## src/rtl/deserializing_pkg.sv

```systemverilog
// Shared constants for the serial link: input FSM encodings and the default word width.
package deserializing_pkg;

    typedef logic [0:0] fsm_state_t;

    // Same 1-bit encoding as the serializer's WAITING/SENDING states
    localparam fsm_state_t IDLE = 1'b0;
    localparam fsm_state_t RECV = 1'b1;

    localparam int DEFAULT_WIDTH = 8;

endpackage

```

## src/rtl/deserializing.sv

```systemverilog
// Serial-to-parallel receiver: LSB-first bit collection into WIDTH-bit words,
// held output register with valid/ready, and framing/overflow error pulses.
module deserializing
    import deserializing_pkg::*;
#(
    parameter int WIDTH = DEFAULT_WIDTH
) (
    input  logic             clk,
    input  logic             reset_n,
    input  logic             din,
    input  logic             din_valid,
    output logic [WIDTH-1:0] dout,
    output logic             dout_valid,
    input  logic             dout_ready,
    output logic             frame_error,
    output logic             overflow
);

    localparam int CNT_W = $clog2(WIDTH);
    localparam logic [CNT_W-1:0] LAST_BIT = CNT_W'(WIDTH - 1);

    fsm_state_t       state_reg;
    logic [CNT_W-1:0] count_reg;
    logic [WIDTH-1:0] shift_reg;
    logic             word_done_reg;

    logic [WIDTH-1:0] dout_reg;
    logic             dout_valid_reg;
    logic             frame_error_reg;
    logic             overflow_reg;

    // Bits enter at the top and shift right, so after WIDTH bits the first
    // one sits in bit 0; stale bits of a discarded partial word fall off.
    always_ff @(posedge clk or negedge reset_n) begin
        if (!reset_n) begin
            state_reg       <= IDLE;
            count_reg       <= '0;
            shift_reg       <= '0;
            word_done_reg   <= 1'b0;
            frame_error_reg <= 1'b0;
        end else begin
            word_done_reg   <= 1'b0;
            frame_error_reg <= 1'b0;
            if (din_valid) begin
                shift_reg <= {din, shift_reg[WIDTH-1:1]};
                count_reg <= count_reg + CNT_W'(1);
                state_reg <= RECV;
                if (state_reg == RECV && count_reg == LAST_BIT) begin
                    word_done_reg <= 1'b1;
                end
            end else begin
                state_reg <= IDLE;
                count_reg <= '0;
                if (state_reg == RECV && count_reg != '0) begin
                    frame_error_reg <= 1'b1;
                end
            end
        end
    end

    // The completed word waits one edge in shift_reg; this read sees it
    // before the next word's first bit shifts in on the same edge.
    always_ff @(posedge clk or negedge reset_n) begin
        if (!reset_n) begin
            dout_reg       <= '0;
            dout_valid_reg <= 1'b0;
            overflow_reg   <= 1'b0;
        end else begin
            overflow_reg <= 1'b0;
            if (word_done_reg) begin
                if (!dout_valid_reg || dout_ready) begin
                    dout_reg       <= shift_reg;
                    dout_valid_reg <= 1'b1;
                end else begin
                    overflow_reg <= 1'b1;
                end
            end else if (dout_valid_reg && dout_ready) begin
                dout_valid_reg <= 1'b0;
            end
        end
    end

    assign dout        = dout_reg;
    assign dout_valid  = dout_valid_reg;
    assign frame_error = frame_error_reg;
    assign overflow    = overflow_reg;

endmodule

```

## config.mk

```make
export PLATFORM = sky130hd
export DESIGN_NAME = deserializing
export DESIGN_NICKNAME = d
export VERILOG_FILES = /design/src/rtl/deserializing_pkg.sv /design/src/rtl/deserializing.sv
export SDC_FILE = /design/constraint.sdc
export NUM_CORES = 1
export LEC_CHECK = 0
export ABC_AREA = 1
export CAP_MARGIN = 20
export CELL_PAD_IN_SITES_DETAIL_PLACEMENT = 0
export CELL_PAD_IN_SITES_GLOBAL_PLACEMENT = 1
export CORE_ASPECT_RATIO = 1.25
export CORE_MARGIN = 5
export CORE_UTILIZATION = 40
export DETAILED_ROUTE_END_ITERATION = 8
export DONT_BUFFER_PORTS = 1
export HOLD_SLACK_MARGIN = 0.02
export PLACE_DENSITY_LB_ADDON = 0.08
export SLEW_MARGIN = 20
export SYNTH_ARGS = -nofsm -noshare
export SYNTH_HDL_FRONTEND = slang
export SYNTH_SLANG_ARGS = --single-unit
export TNS_END_PERCENT = 20
```

## constraint.sdc

```tcl
create_clock -name clk -period 1.3 [get_ports clk]
set_input_delay 0.13 -clock clk [delete_from_list [all_inputs] [get_ports clk]]
set_output_delay 0.13 -clock clk [all_outputs]
set_load 0.005 [all_outputs]
```

==> summary.txt, run 1 <==
Finish
  – Synthesis-to-layout area growth: 6.52%
  – Layout cell share with drive strength beyond 1: approximately 15%
  – Antenna cell count: 0
  – Final #Nets: 112
  – Core Util, Final: 44.2%

Worst setup path
  – Setup crit start kind: flop
  – Worst Path Arrival: 1.27 ns
  – Worst reg2reg path depth: 4
  – Beginning of the critical path: count_reg[0]
  – Crit Path Class: reg -> reg
  – CP required: approximately 1.5 ns
  – Worst R2R Start: count_reg[0]
  – Crit end category: flop
  – Crit path max fanout: 3

Clock network
  – Max H-tree Level: 1
  – Clk_lat worst skew: 0.31 ns
  – Clock sinks: 24
  – Clk root buf: clkbuf_4
  – TritonCTS Buffers: 3
  – Clock Path Buffers: 2
  – Clk pin slew, worst setup/hold paths: 0.12 ns
  – Postcts setup bufs: 0
  – TritonCTS clock tree: yes

Routing
  – Vias per std cell: 4.66
  – Via count: 629
  – Initial DRC count: 15
  – Post-DRT Antenna Nets: 0
  – Drt first pass iters: 4
  – Residual DRC count: 0
  – Drt total wl: 1670 um
  – Wirelength per Cell: 12.3 um

Global routing
  – Vias in the first global route: 646
  – First-pass GRT wire length: ~2900 um
  – All-Layer GR Usage: 11.4%
  – Largest net degree at the start of global routing: 25
  – Total gr overflow: 0
  – Initial antenna violation count: 0

STA
  – Worst Max-Slew Pin Slew: 0.535 ns
  – Max Slew Vio Count: 0
  – Post-layout min period: 1.06 ns
  – Worst slew margin: 64.3%
  – Total negative slack: 0 ns
  – Setup violators final: 0
  – FMAX: 948 MHz
  – Endpoints failing hold: 0
  – RSZ-0062 raised after global routing: false
  – WHS: 0.110 ns
  – Setup Skew: 0.00248 ns
  – Crit share post-route: 81.2%

Synth
  – Synth cell types: 11
  – Yosys warns: 0
  – Syn_area_per_cell: 10.2 sq um
  – Yosys reg bits: 24
  – Gate Count Post-Synth: 98
  – Synthesized cell area: around 1000 sq um
  – Register area share after synthesis: 60.2%
  – Syn_nets: 106

Power
  – Pleak: 0.583 nW
  – Peak VDD IR: 0.000603 V
  – Power Density: roughly 1200 nW/um^2

Place
  – DPL Wire Length: between 1000 and 1500 um
  – Routability congestion estimate: 0.632
  – Port Buffers: 0

Floorplanning
  – Die area: roughly 3600 sq um
  – Die height: 65.8 um
  – I/O Pins: 16
  – Initial Utilization: between 40% and 50%
  – Placeable core area: 2400 sq um
  – Die width: 54.7 um
  – # rows: 20

Status
  – Status: finished, final reports clean

Flow run
  – Max Cap Viol: 0

Worst hold path
  – Hold path start: dout_ready
  – Hold path cells: 3
  – HP Class: in -> reg
-- area by class of cell --
cell class | instances | area (sq um)
Clock buffer | 3 | 22.5
Fill cell | 251 | 1340
Inverter | 8 | 30.0
Multi-Input combinational cell | 62 | 325
Sequential cell | 24 | 601
Tap cell | 33 | 41.3
Timing Repair Buffer | 5 | 42.5
-- power breakdown --
part           switching (W)  internal [W]  leakage, nW
logic              0.0000538     0.0000328        0.249
clock network       0.000208      0.000108       0.0138
registers          0.0000444      0.000797        0.321
total               0.000306      0.000938        0.583
-- cell usage in the layout, fill, tap and decap left out --
master	n
buf_4	1
nand3_2	8
inv_1	8
clkbuf_4	3
nand2_1	45
dfrtp_1	24
buf_2	1
nand2_4	2
dlygate4sd3_1	3
ha_1	3
nor2_1	3
a21oi_1	1
-- synth_stat cells (all sizes together) --
cell type,number,area [sq um]
ha,3,37.5
nor2,3,11.3
buf,4,41.3
a21oi,1,5.00
nand2,47,191
inv,8,30.0
nand3,8,80.1
dfrtp,24,601
-- layer usage --
metal / track usage, % / wire length [um]
met1: 12.3 / 709
met2: 18.3 / 812
met3: 3.84 / 106
met4: 7.48 / 36
met5: 0 / 0
-- metrics by stage --
step	setup WS, ns	cells	total power [W]	cell area (sq um)
after floorplan	0.286	98	0.000904	997
final	0.245	135	0.00124	1060
after global routing	0.179	135	0.00132	1060
after CTS	0.126	134	0.00127	1060
after detailed placement	0.266	128	0.000919	1000
after global placement	0.269	128	0.000916	1000
-- kinds of logic after synthesis --
group / Yosys count / share of synthesized area [%]
compound gates: 1 / 0.501
fa+ha+maj: 3 / 3.76
buf+inv: 12 / 7.15
flops: 24 / 60.2
simple gates: 58 / 28.4
-- final timing paths --
path                       slack, ns            to
min reg2reg                     0.47  count_reg[0]
max reg2reg                     0.24  count_reg[2]
min                             0.11      overflow
max                             0.24  count_reg[2]
max in group asynchronous       0.60       dout[7]
min in group asynchronous       0.35  shift_reg[3]
-- critical path: stages, from the launching register on --
cell	delay (ns)
dfrtp_1	0.41
ha_1	0.20
ha_1	0.26
nand2_1	0.05
inv_1	0.04
-- repair_timing --
action                    in CTS  in global routing
gates resized for setup        0                  0
hold buffers                   3                  1
hold endpoints to repair      35                 24
Note: power is estimated with default switching activity, not from simulation.
==> run 2: changes to the inputs <==
==> constraint.sdc (replaced) <==
create_clock -name clk -period 1.05 [get_ports clk]
set_input_delay 0.105 -clock clk [delete_from_list [all_inputs] [get_ports clk]]
set_output_delay 0.105 -clock clk [all_outputs]
set_load 0.005 [all_outputs]
==> summary.txt, run 2 (synthesis results as in run 1) <==
Clock network
  – Clock Path Buffers: 2 (unchanged)
  – Postcts setup bufs: 0 (unchanged)
  – Clk_lat worst skew: 0.30 ns (about the same)
  – Max H-tree Level: 1 (unchanged)
  – TritonCTS Buffers: 3 (unchanged)
  – TritonCTS clock tree: yes
  – Clock sinks: 24 (unchanged)
  – Clk root buf: clkbuf_4
  – Clk pin slew, worst setup/hold paths: 0.12 ns (about the same)

Global routing
  – All-Layer GR Usage: 10.3% (-1.1 points)
  – Initial antenna violation count: 0 (unchanged)
  – Largest net degree at the start of global routing: 25 (unchanged)
  – Vias in the first global route: 629 (-2.6%)
  – Total gr overflow: 0 (unchanged)
  – First-pass GRT wire length: 2710 um (-6.2%)

Worst hold path
  – HP Class: in -> reg
  – Hold path start: din_valid
  – End point of the worst hold path: state_reg
  – Hold path cells: 0 (-3)

Flow run
  – Max Cap Viol: 0 (unchanged)

STA
  – Worst slew margin: 77.6% (+13 points)
  – WHS: -0.187 ns (-0.297 ns)
  – Worst Max-Slew Pin Slew: 0.335 ns (-0.200 ns)
  – Endpoints failing hold: 10 (+10)
  – Setup violators final: 0 (unchanged)
  – FMAX: 998 MHz (+5.3%)
  – Post-layout min period: 1.00 ns (-0.0529 ns)
  – RSZ-0062 raised after global routing: true
  – Crit share post-route: 95.5% (+14 points)
  – Max Slew Vio Count: 0 (unchanged)
  – Setup Skew: 0.00165 ns (-0.000836 ns)
  – Total negative slack: 0 ns (unchanged)

Status
  – Failing checks: hold timing
  – Status: complete, but fails checks

Power
  – Peak VDD IR: 0.000683 V (+13%)
  – Comb power frac: 7.4% (+0.4 points)
  – Power, Total: 0.00154 W (+24%)
  – Switching share of total power: 24.1% (-0.54 points)
  – Clk pwr share: 25.1% (-0.3 points)
  – Sequential power share: 67.5% (about the same)
  – Internal power: 0.00117 W (+25%)
  – Sw power: 0.000371 W (+21%)
  – Pleak: 0.589 nW (+0.96%)
  – Power Density: 1410 nW/um^2 (+20%)

Routing
  – Met3 wire length: 106 um (unchanged)
  – Wirelength per Cell: 11.5 um (-6.6%)
  – Initial DRC count: 12 (-3)
  – Via count: 606 (-3.7%)
  – Residual DRC count: 0 (unchanged)
  – Drt total wl: 1570 um (-5.9%)
  – Vias per std cell: 4.46 (-4.4%)
  – Drt first pass iters: 4 (unchanged)
  – Top layer in use: met4
  – Met2 wire length: 725 um (-11%)
  – Post-DRT Antenna Nets: 0 (unchanged)
  – WL met1: 686 um (-3.2%)

Worst setup path
  – Worst reg2reg path depth: 4 (unchanged)
  – Worst Path Arrival: 1.26 ns (about the same)
  – Reg-to-Reg End: count_reg[2]
  – Crit Path Class: reg -> reg
  – Crit path max fanout: 2 (-1)
  – R2R Setup Slk: 0.05 ns (-0.20 ns)
  – Worst R2R Start: count_reg[1]
  – CP required: 1.31 ns (-0.21 ns)
  – Setup crit start kind: flop
  – Crit end category: flop

Floorplanning
  – Die width: 54.7 um (unchanged)
  – Die height: 65.8 um (unchanged)
  – I/O Pins: 16 (unchanged)
  – Initial Utilization: 41.5% (unchanged)
  – Die area: 3600 sq um (unchanged)
  – # rows: 20 (unchanged)
  – Placeable core area: 2400 sq um (unchanged)

Finish
  – # fillers: 263 (+4.8%)
  – Layout cell share with drive strength beyond 1: 18.4% (+3.7 points)
  – Multi-input gate area: 340 sq um (+4.6%)
  – Antenna cell count: 0 (unchanged)
  – Synthesis-to-layout area growth: 10.0%
  – Final #Nets: 113 (+0.89%)
  – Seq. cell area: 601 sq um (unchanged)
  – Most common cell after layout, fill and taps aside: nand2_1
  – Most frequent cells in the layout: 45 x nand2_1, 24 x dfrtp_1, 8 x inv_1, 8 x nand3_2
  – Final std cells w/o fill: 136 (+0.74%)

Place
  – DPL Wire Length: 1060 um (-3.1%)
  – Routability congestion estimate: 0.655 (+3.6%)
  – Port Buffers: 0 (unchanged)
  – Dpl cells: 130 (+1.6%)
run 2: changes by cell type in the layout (fill, tap and decap cells not counted), sizes merged:
cell	change
buf	+2
dlygate4sd3	-1
run 2: power groups by stage:
| stage | clock, W | sequential (W) | combinational [W] |
|---|---|---|---|
| floorplan | 0 | 0.00105 | 0.0000717 |
| global route | 0.000452 | 0.00105 | 0.000137 |
| CTS | 0.000417 | 0.00104 | 0.0000848 |
| finish | 0.000388 | 0.00104 | 0.000114 |
| global placement | 0 | 0.00106 | 0.0000776 |
| detailed placement | 0 | 0.00106 | 0.0000814 |
run 2: layout make-up:
| cell class | instances | share of cell area (%) |
|---|---|---|
| Inverter | 8 | 2.74 |
| Tap cell | 33 | 3.76 |
| Sequential cell | 24 | 54.7 |
| Multi-Input combinational cell | 62 | 31.0 |
| Clock buffer | 3 | 2.05 |
| Timing Repair Buffer | 6 | 5.70 |
run 2: worst max-delay path by stage:
stage	start	to	slack, ns	depth (start not counted)
floorplan	count_reg[0]	count_reg[2]	0.04	4
global placement	count_reg[0]	count_reg[2]	0.04	4
detailed placement	count_reg[0]	count_reg[2]	0.001	4
CTS	count_reg[0]	count_reg[2]	0.007	4
global route	count_reg[1]	count_reg[2]	-0.003	4
finish	count_reg[1]	count_reg[2]	0.05	4
run 2: through the flow:
| step | area [sq um] | setup WS [ns] | util [%] |
|---|---|---|---|
| floorplan | 997 | 0.0358 | - |
| global placement | 1020 | 0.0437 | 42.4 |
| detailed placement | 1020 | 0.00118 | 42.4 |
| CTS | 1050 | 0.00662 | 43.9 |
| global route | 1100 | -0.00263 | 45.7 |
| finish | 1100 | 0.0476 | 45.7 |
run 2: what timing repair did:
| item | in CTS | in global routing |
|---|---|---|
| hold buffers | 1 | 2 |
| resized for setup | 1 | 1 |
| endpoints found under the hold margin | 35 | 34 |
| setup endpoints to repair | 1 | 2 |
| pin swaps | 0 | 3 |
run 2: critical path: stages, from the launching register on:
cell and delay [ns]:
dfrtp_1 0.41, ha_2 0.20, ha_4 0.26, nand2_1 0.05, inv_1 0.04
run 2: metal layers:
layer  up-vias  track usage (%)
met5         -                0
met4         0             5.61
met3         4             2.93
met2        18             17.0
met1       281             11.5
li1        303                -
==> run 3: changes to the inputs <==
--- a/config.mk
+++ b/config.mk
@@ -9,13 +9,14 @@
 export CAP_MARGIN = 20
 export CELL_PAD_IN_SITES_DETAIL_PLACEMENT = 0
 export CELL_PAD_IN_SITES_GLOBAL_PLACEMENT = 1
-export CORE_ASPECT_RATIO = 1.25
+export CORE_ASPECT_RATIO = 1.1
 export CORE_MARGIN = 5
 export CORE_UTILIZATION = 40
 export DETAILED_ROUTE_END_ITERATION = 8
 export DONT_BUFFER_PORTS = 1
 export HOLD_SLACK_MARGIN = 0.02
 export PLACE_DENSITY_LB_ADDON = 0.08
+export SKIP_CTS_REPAIR_TIMING = 1
 export SLEW_MARGIN = 20
 export SYNTH_ARGS = -nofsm -noshare
 export SYNTH_HDL_FRONTEND = slang
==> summary.txt, run 3 (synthesis results as in run 1) <==
Worst setup path
  – CP required: 1.30 ns (about the same)
  – CP peak stage delay: 0.41 ns (about the same)
  – CP delay by family, top: adder cells
  – R2R Setup Slk: 0.06 ns (about the same)
  – Worst R2R Start: count_reg[1]
  – Crit Path Class: reg -> reg
  – Cell Chain, Critical Path: ha_2 > ha_4 > nand2_1 > inv_1
  – Setup crit start kind: flop
  – Worst Path Arrival: 1.25 ns (about the same)
  – Crit-path slowest cell: dfrtp_1
  – Crit end category: flop
  – Crit path max fanout: 2 (unchanged)
  – Beginning of the critical path: count_reg[1]
  – WP buf/inv: 1 (unchanged)

STA
  – RSZ-0062 raised after global routing: false
  – Setup violators final: 0 (unchanged)
  – Worst slew margin: 78.7% (+1.1 points)
  – Crit share post-route: 94.7% (-0.80 points)
  – PnR worst setup slack: 0.0560 ns (+0.00840 ns)
  – Post-layout min period: 0.994 ns (-0.00840 ns)
  – Endpoints failing hold: 10 (unchanged)
  – Max Slew Vio Count: 0 (unchanged)
  – Worst Max-Slew Pin Slew: 0.319 ns (-0.0158 ns)
  – WHS: -0.181 ns (+0.00650 ns)
  – Setup Skew: 0.00642 ns (+0.00477 ns)
  – FMAX: 1010 MHz (+0.85%)

Routing
  – Residual DRC count: 0 (unchanged)
  – Vias per std cell: 4.51 (+1.2%)
  – Initial DRC count: 7 (-5)
  – Drt first pass iters: 4 (unchanged)
  – Wirelength per Cell: 11.8 um (+2.8%)
  – Drt total wl: 1600 um (+2.0%)
  – Via count: 609 (+0.50%)
  – Post-DRT Antenna Nets: 0 (unchanged)

Power
  – Sequential power share: 67.3% (-0.2 points)
  – Peak VDD IR: 0.000792 V (+16%)
  – Sw power: 0.000375 W (+1.2%)
  – Clk pwr share: 25.1% (about the same)
  – Switching share of total power: 24.2% (+0.15 points)
  – Power Density: 1410 nW/um^2 (about the same)
  – Pleak: 0.594 nW (+0.88%)
  – Internal power: 0.00118 W (+0.35%)
  – Comb power frac: 7.6% (+0.2 points)
  – Power, Total: 0.00155 W (+0.55%)

Floorplanning
  – Die height: 62.4 um (-5.3%)
  – Die width: 57.6 um (+5.4%)
  – # rows: 19 (-5.0%)
  – I/O Pins: 16 (unchanged)
  – Initial Utilization: 40.7% (-0.78 points)
  – Placeable core area: 2450 sq um (+1.9%)
  – Die area: 3590 sq um (-0.15%)

Finish
  – Post-route cell area: 1100 sq um (+0.46%)
  – Core Util, Final: 45.0% (-0.66 points)
  – Final #Nets: 114 (+0.88%)
  – Most common cell after layout, fill and taps aside: nand2_1
  – Synthesis-to-layout area growth: 10.5%
  – Most frequent cells in the layout: 45 x nand2_1, 24 x dfrtp_1, 8 x inv_1, 8 x nand3_2, 4 x buf_4
  – Layout cell share with drive strength beyond 1: 19.2% (+0.78 points)
  – Antenna cell count: 0 (unchanged)

Clock network
  – Max H-tree Level: 1 (unchanged)
  – TritonCTS clock tree: yes
  – Clk pin slew, worst setup/hold paths: 0.13 ns (about the same)
  – Clock Path Buffers: 2 (unchanged)
  – TritonCTS Buffers: 3 (unchanged)
  – Clk root buf: clkbuf_4
  – Clock sinks: 24 (unchanged)
  – Clk_lat worst skew: 0.30 ns (about the same)

Global routing
  – First-pass GRT wire length: 2660 um (-2.0%)
  – Vias in the first global route: 580 (-7.8%)
  – Total gr overflow: 0 (unchanged)
  – Initial antenna violation count: 0 (unchanged)
  – All-Layer GR Usage: 9.69% (-0.65 points)
  – Largest net degree at the start of global routing: 25 (unchanged)

Place
  – Port Buffers: 0 (unchanged)
  – Pre-CTS setup slack: 0.0225 ns (+0.0213 ns)
  – DPL Wire Length: 1060 um (-0.33%)
  – Routability congestion estimate: 0.656 (+0.17%)
  – Post-placement cell area: 1020 sq um (-0.25%)

Flow run
  – Max Cap Viol: 0 (unchanged)

Status
  – Status: complete, but fails checks
  – Failing checks: hold timing

Worst hold path
  – Hold path start: din_valid
  – HP Class: in -> reg
-- run 3: power groups by stage --
stage / Sequential, W / Clock, W / Combinational (W)
after floorplan: 0.00105 / 0 / 0.0000717
after global placement: 0.00106 / 0 / 0.0000785
after detailed placement: 0.00106 / 0 / 0.0000794
after CTS: 0.00104 / 0.000408 / 0.0000795
after global routing: 0.00105 / 0.000459 / 0.000144
final: 0.00104 / 0.000389 / 0.000118
-- run 3: through the flow --
| stage | instances | setup TNS [ns] | hold WS (ns) |
|---|---|---|---|
| 2_1_floorplan | 98 | 0 | -0.191 |
| 3_3_place_gp | 128 | 0 | -0.190 |
| 3_5_place_dp | 128 | 0 | -0.190 |
| 4_1_cts | 131 | -0.00673 | -0.536 |
| 5_1_grt | 135 | 0 | -0.221 |
| 6_report | 135 | 0 | -0.181 |
-- run 3: worst register-to-register path, cell delays in order (launching register included) --
cell and delay [ns]:
dfrtp_1 0.41, ha_2 0.20, ha_4 0.25, nand2_1 0.04, inv_1 0.04
-- run 3: area by class of cell --
type	count	area, sq um
Sequential cell	24	601
Fill cell	238	1350
Multi-Input combinational cell	62	340
Inverter	8	30.0
Timing Repair Buffer	7	70.1
Tap cell	31	38.8
Clock buffer	3	22.5
-- run 3: metal layers --
metal / part of all wire, % / global-route usage (%) / routed length (um) / vias to the layer above
met5: 0 / 0 / 0 / -
met4: 1.2 / 6.09 / 19 / 0
met3: 7.3 / 4.35 / 117 / 2
met2: 44 / 14.1 / 699 / 14
met1: 48 / 11.4 / 762 / 288
li1: - / - / - / 305
-- run 3: final timing paths --
path	cells after the start	endpoint
worst max register to register	4	count_reg[2]
worst min register to register	2	word_done_reg
max in group asynchronous	2	shift_reg[1]
min in group asynchronous	2	shift_reg[3]
worst min-delay path	0	state_reg
worst max-delay path	4	count_reg[2]
